### src/rtl/simple_cpu_pkg.sv
// Shared constants and types for the command-driven simple CPU datapath.
package simple_cpu_pkg;

    localparam int DATA_W = 16;

    localparam logic [3:0] OP_NOP = 4'h0;
    localparam logic [3:0] OP_LDI = 4'h1;
    localparam logic [3:0] OP_ST  = 4'h2;
    localparam logic [3:0] OP_LD  = 4'h3;
    localparam logic [3:0] OP_ALU = 4'h4;
    localparam logic [3:0] OP_STR = 4'h5;

    localparam logic [3:0] LD_A = 4'h0;
    localparam logic [3:0] LD_B = 4'h1;
    localparam logic [3:0] LD_R = 4'h2;

    typedef enum logic [3:0] {
        ADD = 4'd0,
        SUB = 4'd1,
        AND = 4'd2,
        OR  = 4'd3,
        XOR = 4'd4,
        NOT = 4'd5,
        SHL = 4'd6,
        SHR = 4'd7
    } alu_op_e;

endpackage

### src/rtl/simple_cpu_alu.sv
// Combinational ALU: result, carry-out and signed-overflow for one operation.
module simple_cpu_alu
    import simple_cpu_pkg::*;
#(
    parameter int DATA_W = simple_cpu_pkg::DATA_W
) (
    input  logic [DATA_W-1:0] a,
    input  logic [DATA_W-1:0] b,
    input  logic [3:0]        op,
    output logic [DATA_W-1:0] y,
    output logic              carry,
    output logic              ovf
);

    logic [DATA_W-1:0] b_eff;
    logic              cin;
    logic [DATA_W:0]   sum;

    // SUB reuses the adder as a + ~b + 1 so carry means "no borrow".
    always_comb begin
        b_eff = (op == SUB) ? ~b : b;
        cin   = (op == SUB);
        sum   = {1'b0, a} + {1'b0, b_eff} + {{DATA_W{1'b0}}, cin};
    end

    always_comb begin
        y     = '0;
        carry = 1'b0;
        ovf   = 1'b0;
        case (op)
            ADD, SUB: begin
                y     = sum[DATA_W-1:0];
                carry = sum[DATA_W];
                ovf   = (a[DATA_W-1] == b_eff[DATA_W-1]) && (sum[DATA_W-1] != a[DATA_W-1]);
            end
            AND: y = a & b;
            OR:  y = a | b;
            XOR: y = a ^ b;
            NOT: y = ~a;
            SHL: begin
                y     = {a[DATA_W-2:0], 1'b0};
                carry = a[DATA_W-1];
            end
            SHR: begin
                y     = {1'b0, a[DATA_W-1:1]};
                carry = a[0];
            end
            default: ;
        endcase
    end

endmodule

### src/rtl/simple_cpu_top.sv
// Simple CPU top: decodes one port-driven command per clock into operand
// registers, a small data memory and a flagged result register.
module simple_cpu_top
    import simple_cpu_pkg::*;
#(
    parameter int DATA_W    = simple_cpu_pkg::DATA_W,
    parameter int MEM_DEPTH = 16,
    parameter int ADDR_W    = 4
) (
    input  logic              clk,
    input  logic              rst,
    input  logic [15:0]       command,
    input  logic [DATA_W-1:0] number,
    input  logic [15:0]       address,
    output logic [DATA_W-1:0] result,
    output logic              cout,
    output logic              overflow,
    output logic              NO,
    output logic              ZO
);

    logic [DATA_W-1:0] reg_a;
    logic [DATA_W-1:0] reg_b;
    logic [DATA_W-1:0] mem [MEM_DEPTH];

    logic [3:0]        opcode;
    logic [3:0]        sub_op;
    logic [ADDR_W-1:0] addr;
    logic [DATA_W-1:0] mem_rd;
    logic [DATA_W-1:0] alu_y;
    logic              alu_carry;
    logic              alu_ovf;
    logic              unused_bits;

    assign opcode      = command[15:12];
    assign sub_op      = command[3:0];
    assign addr        = address[ADDR_W-1:0];
    assign mem_rd      = mem[addr];
    assign unused_bits = ^{command[11:4], address[15:ADDR_W]};

    simple_cpu_alu #(.DATA_W(DATA_W)) u_alu (
        .a     (reg_a),
        .b     (reg_b),
        .op    (sub_op),
        .y     (alu_y),
        .carry (alu_carry),
        .ovf   (alu_ovf)
    );

    always_ff @(posedge clk) begin
        if (rst) begin
            reg_a    <= '0;
            reg_b    <= '0;
            result   <= '0;
            cout     <= 1'b0;
            overflow <= 1'b0;
            NO       <= 1'b0;
            ZO       <= 1'b0;
            for (int i = 0; i < MEM_DEPTH; i++) mem[i] <= '0;
        end else begin
            case (opcode)
                OP_LDI: begin
                    if (sub_op == LD_A) reg_a <= number;
                    else if (sub_op == LD_B) reg_b <= number;
                end
                OP_ST: mem[addr] <= number;
                OP_LD: begin
                    // Loading into result deliberately leaves the flags alone.
                    if (sub_op == LD_A) reg_a <= mem_rd;
                    else if (sub_op == LD_B) reg_b <= mem_rd;
                    else if (sub_op == LD_R) result <= mem_rd;
                end
                OP_ALU: begin
                    if (!sub_op[3]) begin
                        result   <= alu_y;
                        cout     <= alu_carry;
                        overflow <= alu_ovf;
                        NO       <= alu_y[DATA_W-1];
                        ZO       <= (alu_y == '0);
                    end
                end
                OP_STR: mem[addr] <= result;
                default: ;
            endcase
        end
    end

endmodule

### config.mk
export PLATFORM = sky130hd
export DESIGN_NAME = simple_cpu_top
export DESIGN_NICKNAME = d
export VERILOG_FILES = /design/src/rtl/simple_cpu_pkg.sv /design/src/rtl/simple_cpu_alu.sv /design/src/rtl/simple_cpu_top.sv
export SDC_FILE = /design/constraint.sdc
export NUM_CORES = 1
export LEC_CHECK = 0
export CORE_UTILIZATION = 35
export DETAILED_ROUTE_END_ITERATION = 10
export SKIP_CTS_REPAIR_TIMING = 1
export SYNTH_ARGS = -nofsm -noshare
export SYNTH_HDL_FRONTEND = slang
export SYNTH_HIERARCHICAL = 1
export SYNTH_SLANG_ARGS = --single-unit
### constraint.sdc
create_clock -name clk -period 4.8 [get_ports clk]
set_input_delay 1.2 -clock clk [delete_from_list [all_inputs] [get_ports clk]]
set_output_delay 1.2 -clock clk [all_outputs]
set_load 0.1 [all_outputs]
==> flow_summary.html <==
<table>
<tr><th>Metric</th><th>Value</th></tr>
<tr><th colspan="2">Critical path</th></tr>
<tr><td>Crit Reg-Reg Startpoint</td><td>reg_b[1]</td></tr>
<tr><td>Critical Setup Path Class</td><td>in2reg</td></tr>
<tr><td>Startpoint of the worst setup timing path</td><td>command[2]</td></tr>
<tr><td>Depth of the worst register-to-register path</td><td>17</td></tr>
<tr><td>Crit end category</td><td>flop</td></tr>
<tr><td>Maximum fanout along the worst path</td><td>7</td></tr>
<tr><td>Reg-to-Reg End</td><td>ZO</td></tr>
<tr><td>Required time at the worst-slack endpoint</td><td>approximately 5200 ps</td></tr>
<tr><td>Worst setup path end</td><td>ZO</td></tr>
<tr><td>Worst Setup Start Kind</td><td>input pin</td></tr>
<tr><td>Worst R2R Setup Slack</td><td>~1400 ps</td></tr>
<tr><td>Arrival time at the worst endpoint</td><td>about 5000 ps</td></tr>
<tr><th colspan="2">Worst hold path</th></tr>
<tr><td>Min-delay worst type</td><td>reg2reg</td></tr>
<tr><td>Worst hold start</td><td>ZO</td></tr>
<tr><th colspan="2">Layout</th></tr>
<tr><td>FF/Latch Area</td><td>8728 sq um</td></tr>
<tr><td>Most frequent cells in the layout</td><td>332 x sky130_fd_sc_hd__nor2_1, 256 x sky130_fd_sc_hd__edfxtp_1, 109 x sky130_fd_sc_hd__buf_4</td></tr>
<tr><td>Proportion of layout cells with a drive suffix above 1</td><td>0.1829</td></tr>
<tr><td>Area growth, synth to finish</td><td>17.48%</td></tr>
<tr><td>Inserted Diodes</td><td>0</td></tr>
<tr><td>Number of filler cells placed in the layout</td><td>4093</td></tr>
<tr><td>Util after Layout</td><td>0.4168</td></tr>
<tr><td>Most common cell after layout, fill and taps aside</td><td>sky130_fd_sc_hd__nor2_1</td></tr>
<tr><td>Multi-input combinational cell area</td><td>between 6000 and 7000 sq um</td></tr>
<tr><td>Final net count</td><td>1505</td></tr>
<tr><th colspan="2">Timing</th></tr>
<tr><td>Post-layout minimum cycle time</td><td>4594 ps</td></tr>
<tr><td>Final period util</td><td>0.9571</td></tr>
<tr><td>Hold violation count in the final report</td><td>0</td></tr>
<tr><td>Top achievable clock speed</td><td>around 220 MHz</td></tr>
<tr><td>Setup violations, final</td><td>0</td></tr>
<tr><td>Worst-Margin Slew</td><td>1144 ps</td></tr>
<tr><td>Final setup skew</td><td>approximately 24 ps</td></tr>
<tr><td>Pins Over Slew Limit</td><td>0</td></tr>
<tr><td>RSZ-0062 raised after global routing</td><td>no</td></tr>
<tr><td>Worst rel slew slack</td><td>0.2345</td></tr>
<tr><th colspan="2">Logic synthesis</th></tr>
<tr><td>Syn_nets</td><td>1410</td></tr>
<tr><td>Count of different cell masters after synthesis</td><td>69</td></tr>
<tr><td>Share of flip-flops with an asynchronous set or reset</td><td>0</td></tr>
<tr><td>Number of flip-flops and latches in the synthesized netlist</td><td>308</td></tr>
<tr><td>Simple-gate share of the synthesized area</td><td>0.1362</td></tr>
<tr><td>Yosys warns</td><td>6</td></tr>
<tr><td>Fraction of the mapped netlist area in adder cells</td><td>0.04195</td></tr>
<tr><td>Area share of xor/xnor cells in the synthesized design</td><td>0.01451</td></tr>
<tr><td>Most used flip-flop cell after synthesis</td><td>sky130_fd_sc_hd__edfxtp_1</td></tr>
<tr><td>Cell count after synthesis</td><td>between 1000 and 1500</td></tr>
<tr><td>Cell Area, Synth</td><td>about 16000 sq um</td></tr>
<tr><td>Mux contribution to synthesized area</td><td>0.1070</td></tr>
<tr><td>Sequential fraction of the synthesis area</td><td>0.5563</td></tr>
<tr><td>Largest family of logic cells by synthesized area</td><td>simple AND/OR/NAND/NOR gates</td></tr>
<tr><td>Avg Inst Size Synth</td><td>around 12 sq um</td></tr>
<tr><td>Post-synth EDFFs</td><td>between 200 and 300</td></tr>
<tr><td>Complex-gate fraction of the synthesized area</td><td>0.1076</td></tr>
<tr><th colspan="2">Place</th></tr>
<tr><td>RD Place Congestion</td><td>just under 0.9</td></tr>
<tr><td>Number of I/O port buffers</td><td>slightly below 50</td></tr>
<tr><td>DP Wirelength</td><td>28.96 mm</td></tr>
<tr><th colspan="2">Power and ir drop</th></tr>
<tr><td>Overall power of the completed layout</td><td>slightly above 0.006 W</td></tr>
<tr><td>Areal power density over the cells</td><td>around 330 nW/um^2</td></tr>
<tr><td>Max rail drop VDD</td><td>roughly 200 uV</td></tr>
<tr><td>Static leakage power</td><td>~6.4 nW</td></tr>
<tr><th colspan="2">Floorplan</th></tr>
<tr><td>Initial core utilization</td><td>0.3548</td></tr>
<tr><td>Site Rows</td><td>77</td></tr>
<tr><td>Placeable core area</td><td>~44000 sq um</td></tr>
<tr><td>Number of primary I/O pins</td><td>70</td></tr>
<tr><td>Full die area</td><td>45680 sq um</td></tr>
<tr><td>Height of the chip</td><td>approximately 210 microns</td></tr>
<tr><td>X dimension of the die</td><td>213.7 microns</td></tr>
<tr><th colspan="2">Routing</th></tr>
<tr><td>Post-detailed-route count of antenna-violating nets</td><td>0</td></tr>
<tr><td>Met2 Wirelength</td><td>19.60 mm</td></tr>
<tr><td>Initial DRC count</td><td>818</td></tr>
<tr><td>Vias per std cell</td><td>5.247</td></tr>
<tr><td>Average routed wire per standard cell</td><td>slightly below 20 microns</td></tr>
<tr><td>Drt drc</td><td>0</td></tr>
<tr><td>Sum of routed wire length over all layers</td><td>roughly 39 mm</td></tr>
<tr><td>Total via count after detailed routing</td><td>10590</td></tr>
<tr><td>Length of routed wiring on met1</td><td>~17 mm</td></tr>
<tr><td>Top routing layer in use</td><td>met4</td></tr>
<tr><td>Number of detailed-routing iterations run before antenna repair</td><td>7</td></tr>
<tr><td>Met3 routed WL</td><td>1.620 mm</td></tr>
<tr><th colspan="2">Global route</th></tr>
<tr><td>Vias in the first global route</td><td>10720</td></tr>
<tr><td>Global route overflow</td><td>0</td></tr>
<tr><td>Global-route wire length before repair</td><td>about 60 mm</td></tr>
<tr><td>Largest net degree at the start of global routing</td><td>41</td></tr>
<tr><td>All-Layer GR Usage</td><td>0.1751</td></tr>
<tr><td>Initial antenna violation count</td><td>0</td></tr>
<tr><th colspan="2">Run</th></tr>
<tr><td>Maximum Capacitance Violations</td><td>0</td></tr>
<tr><th colspan="2">Clocking</th></tr>
<tr><td>Maximum buffer depth of the clock tree</td><td>3</td></tr>
<tr><td>Sinks on Clock Net</td><td>slightly above 300</td></tr>
<tr><td>Root buf cell</td><td>sky130_fd_sc_hd__clkbuf_16</td></tr>
<tr><td>Count of H-tree levels built during CTS</td><td>2</td></tr>
<tr><td>Clock-pin transition on the worst setup and hold timing paths</td><td>approximately 60 ps</td></tr>
<tr><td>Total CTS buffers</td><td>34</td></tr>
<tr><td>TritonCTS clock tree</td><td>yes</td></tr>
<tr><td>Insertion delay of the later-clocked pin in the worst-skew pair</td><td>520 ps</td></tr>
<tr><th colspan="2">Run status</th></tr>
<tr><td>Outcome</td><td>completed</td></tr>
</table>
## layer usage
layer / vias to the layer above / global-route usage
li1: 5079 / -
met1: 5282 / 0.2293
met2: 199 / 0.3116
met3: 34 / 0.02299
met4: 0 / 0.03153
met5: - / 0
## report_power, final
part | total (W) | internal, W | switching, W | leakage [nW]
combinational | 0.000530 | 0.000214 | 0.000316 | 3.06
sequential | 0.00305 | 0.00301 | 0.0000373 | 2.85
clock | 0.00252 | 0.00148 | 0.00104 | 0.513
## final cells by class
cell class,instances,area share
Tap cell,592,0.04018
Clock inverter,17,0.009910
Multi-Input combinational cell,860,0.3484
Clock buffer,43,0.04799
Sequential cell,308,0.4735
Inverter,41,0.008349
Timing Repair Buffer,158,0.07161
## worst min path at each step
stage,slack [ps],endpoint,cells past startpoint
final,480,ZO,2
after global routing,500,ZO,2
after CTS,480,overflow,2
after detailed placement,480,overflow,2
after global placement,460,overflow,2
after floorplan,490,reg_b[15],2
## cells in the mapped netlist, types with 3 or more instances
| master | n | area (sq um) |
|---|---|---|
| sky130_fd_sc_hd__nor2_1 | 332 | 1246 |
| sky130_fd_sc_hd__edfxtp_1 | 256 | 7687 |
| sky130_fd_sc_hd__mux4_2 | 64 | 1441 |
| sky130_fd_sc_hd__clkbuf_1 | 58 | 217.7 |
| sky130_fd_sc_hd__nand2_1 | 55 | 206.5 |
| sky130_fd_sc_hd__dfxtp_1 | 52 | 1041 |
| sky130_fd_sc_hd__ha_1 | 51 | 638.1 |
| sky130_fd_sc_hd__o211ai_1 | 42 | 315.3 |
| sky130_fd_sc_hd__inv_1 | 41 | 153.9 |
| sky130_fd_sc_hd__o21ai_0 | 35 | 175.2 |
| sky130_fd_sc_hd__a21oi_1 | 34 | 170.2 |
| sky130_fd_sc_hd__a22o_1 | 34 | 297.8 |
| sky130_fd_sc_hd__buf_2 | 34 | 170.2 |
| sky130_fd_sc_hd__a311oi_1 | 32 | 280.3 |
| sky130_fd_sc_hd__xnor2_1 | 23 | 201.4 |
| sky130_fd_sc_hd__nand4_1 | 17 | 106.4 |
| sky130_fd_sc_hd__a221oi_1 | 13 | 113.9 |
| sky130_fd_sc_hd__nor3_1 | 11 | 55.05 |
| sky130_fd_sc_hd__mux2i_1 | 10 | 100.1 |
| sky130_fd_sc_hd__mux2i_2 | 10 | 137.6 |
| sky130_fd_sc_hd__buf_1 | 6 | 22.52 |
| sky130_fd_sc_hd__nand3_1 | 6 | 30.03 |
| sky130_fd_sc_hd__nand3_2 | 6 | 60.06 |
| sky130_fd_sc_hd__nand3b_2 | 6 | 67.56 |
| sky130_fd_sc_hd__nor2b_1 | 5 | 31.28 |
| sky130_fd_sc_hd__o21a_1 | 5 | 37.54 |
| sky130_fd_sc_hd__nor4_1 | 4 | 25.02 |
| sky130_fd_sc_hd__or3_1 | 4 | 25.02 |
| sky130_fd_sc_hd__a21o_1 | 3 | 22.52 |
| sky130_fd_sc_hd__o21ai_1 | 3 | 15.01 |
| sky130_fd_sc_hd__xor2_1 | 3 | 26.28 |
## sequential cells by signal (all words and copies together) (netlist names)
signal    flops
NO            1
ZO            1
cout          1
mem         256
overflow      1
reg_a        16
reg_b        16
result       16
## kinds of logic after synthesis
group,Yosys count
DFF,308
xor gates and xnor gates,26
AOI/OAI and AO/OA,227
muxes,84
buffers and inverters,140
adders and majority gates,52
and+or+nand+nor,471
## stage by stage
step	setup slack, ps	cells	instance area [sq um]	TNS (ps)	hold WS [ps]
floorplan	692.8	1308	15690	0	492.3
global placement	-443.7	1959	17360	-443.7	463.9
detailed placement	-421.1	1959	17360	-421.1	476.1
CTS	94.78	2019	18420	0	484.0
global route	25.35	2019	18430	0	504.7
finish	206.0	2019	18430	0	480.9
## worst max-delay path: stages
cell and delay, ps:
sky130_fd_sc_hd__clkdlybuf4s50_1 470, sky130_fd_sc_hd__nor4b_4 430, sky130_fd_sc_hd__buf_6 200, sky130_fd_sc_hd__buf_4 160, sky130_fd_sc_hd__xnor2_1 70, sky130_fd_sc_hd__ha_1 310
sky130_fd_sc_hd__o211ai_1 130, sky130_fd_sc_hd__or2_2 300, sky130_fd_sc_hd__o21a_1 220, sky130_fd_sc_hd__o31ai_1 320, sky130_fd_sc_hd__xnor2_1 210, sky130_fd_sc_hd__o211ai_2 120
sky130_fd_sc_hd__nor4_2 330, sky130_fd_sc_hd__buf_4 160, sky130_fd_sc_hd__and4_1 220, sky130_fd_sc_hd__nand2_1 60, sky130_fd_sc_hd__a21oi_1 110
No activity file was read; power rests on OpenSTA's default activity.
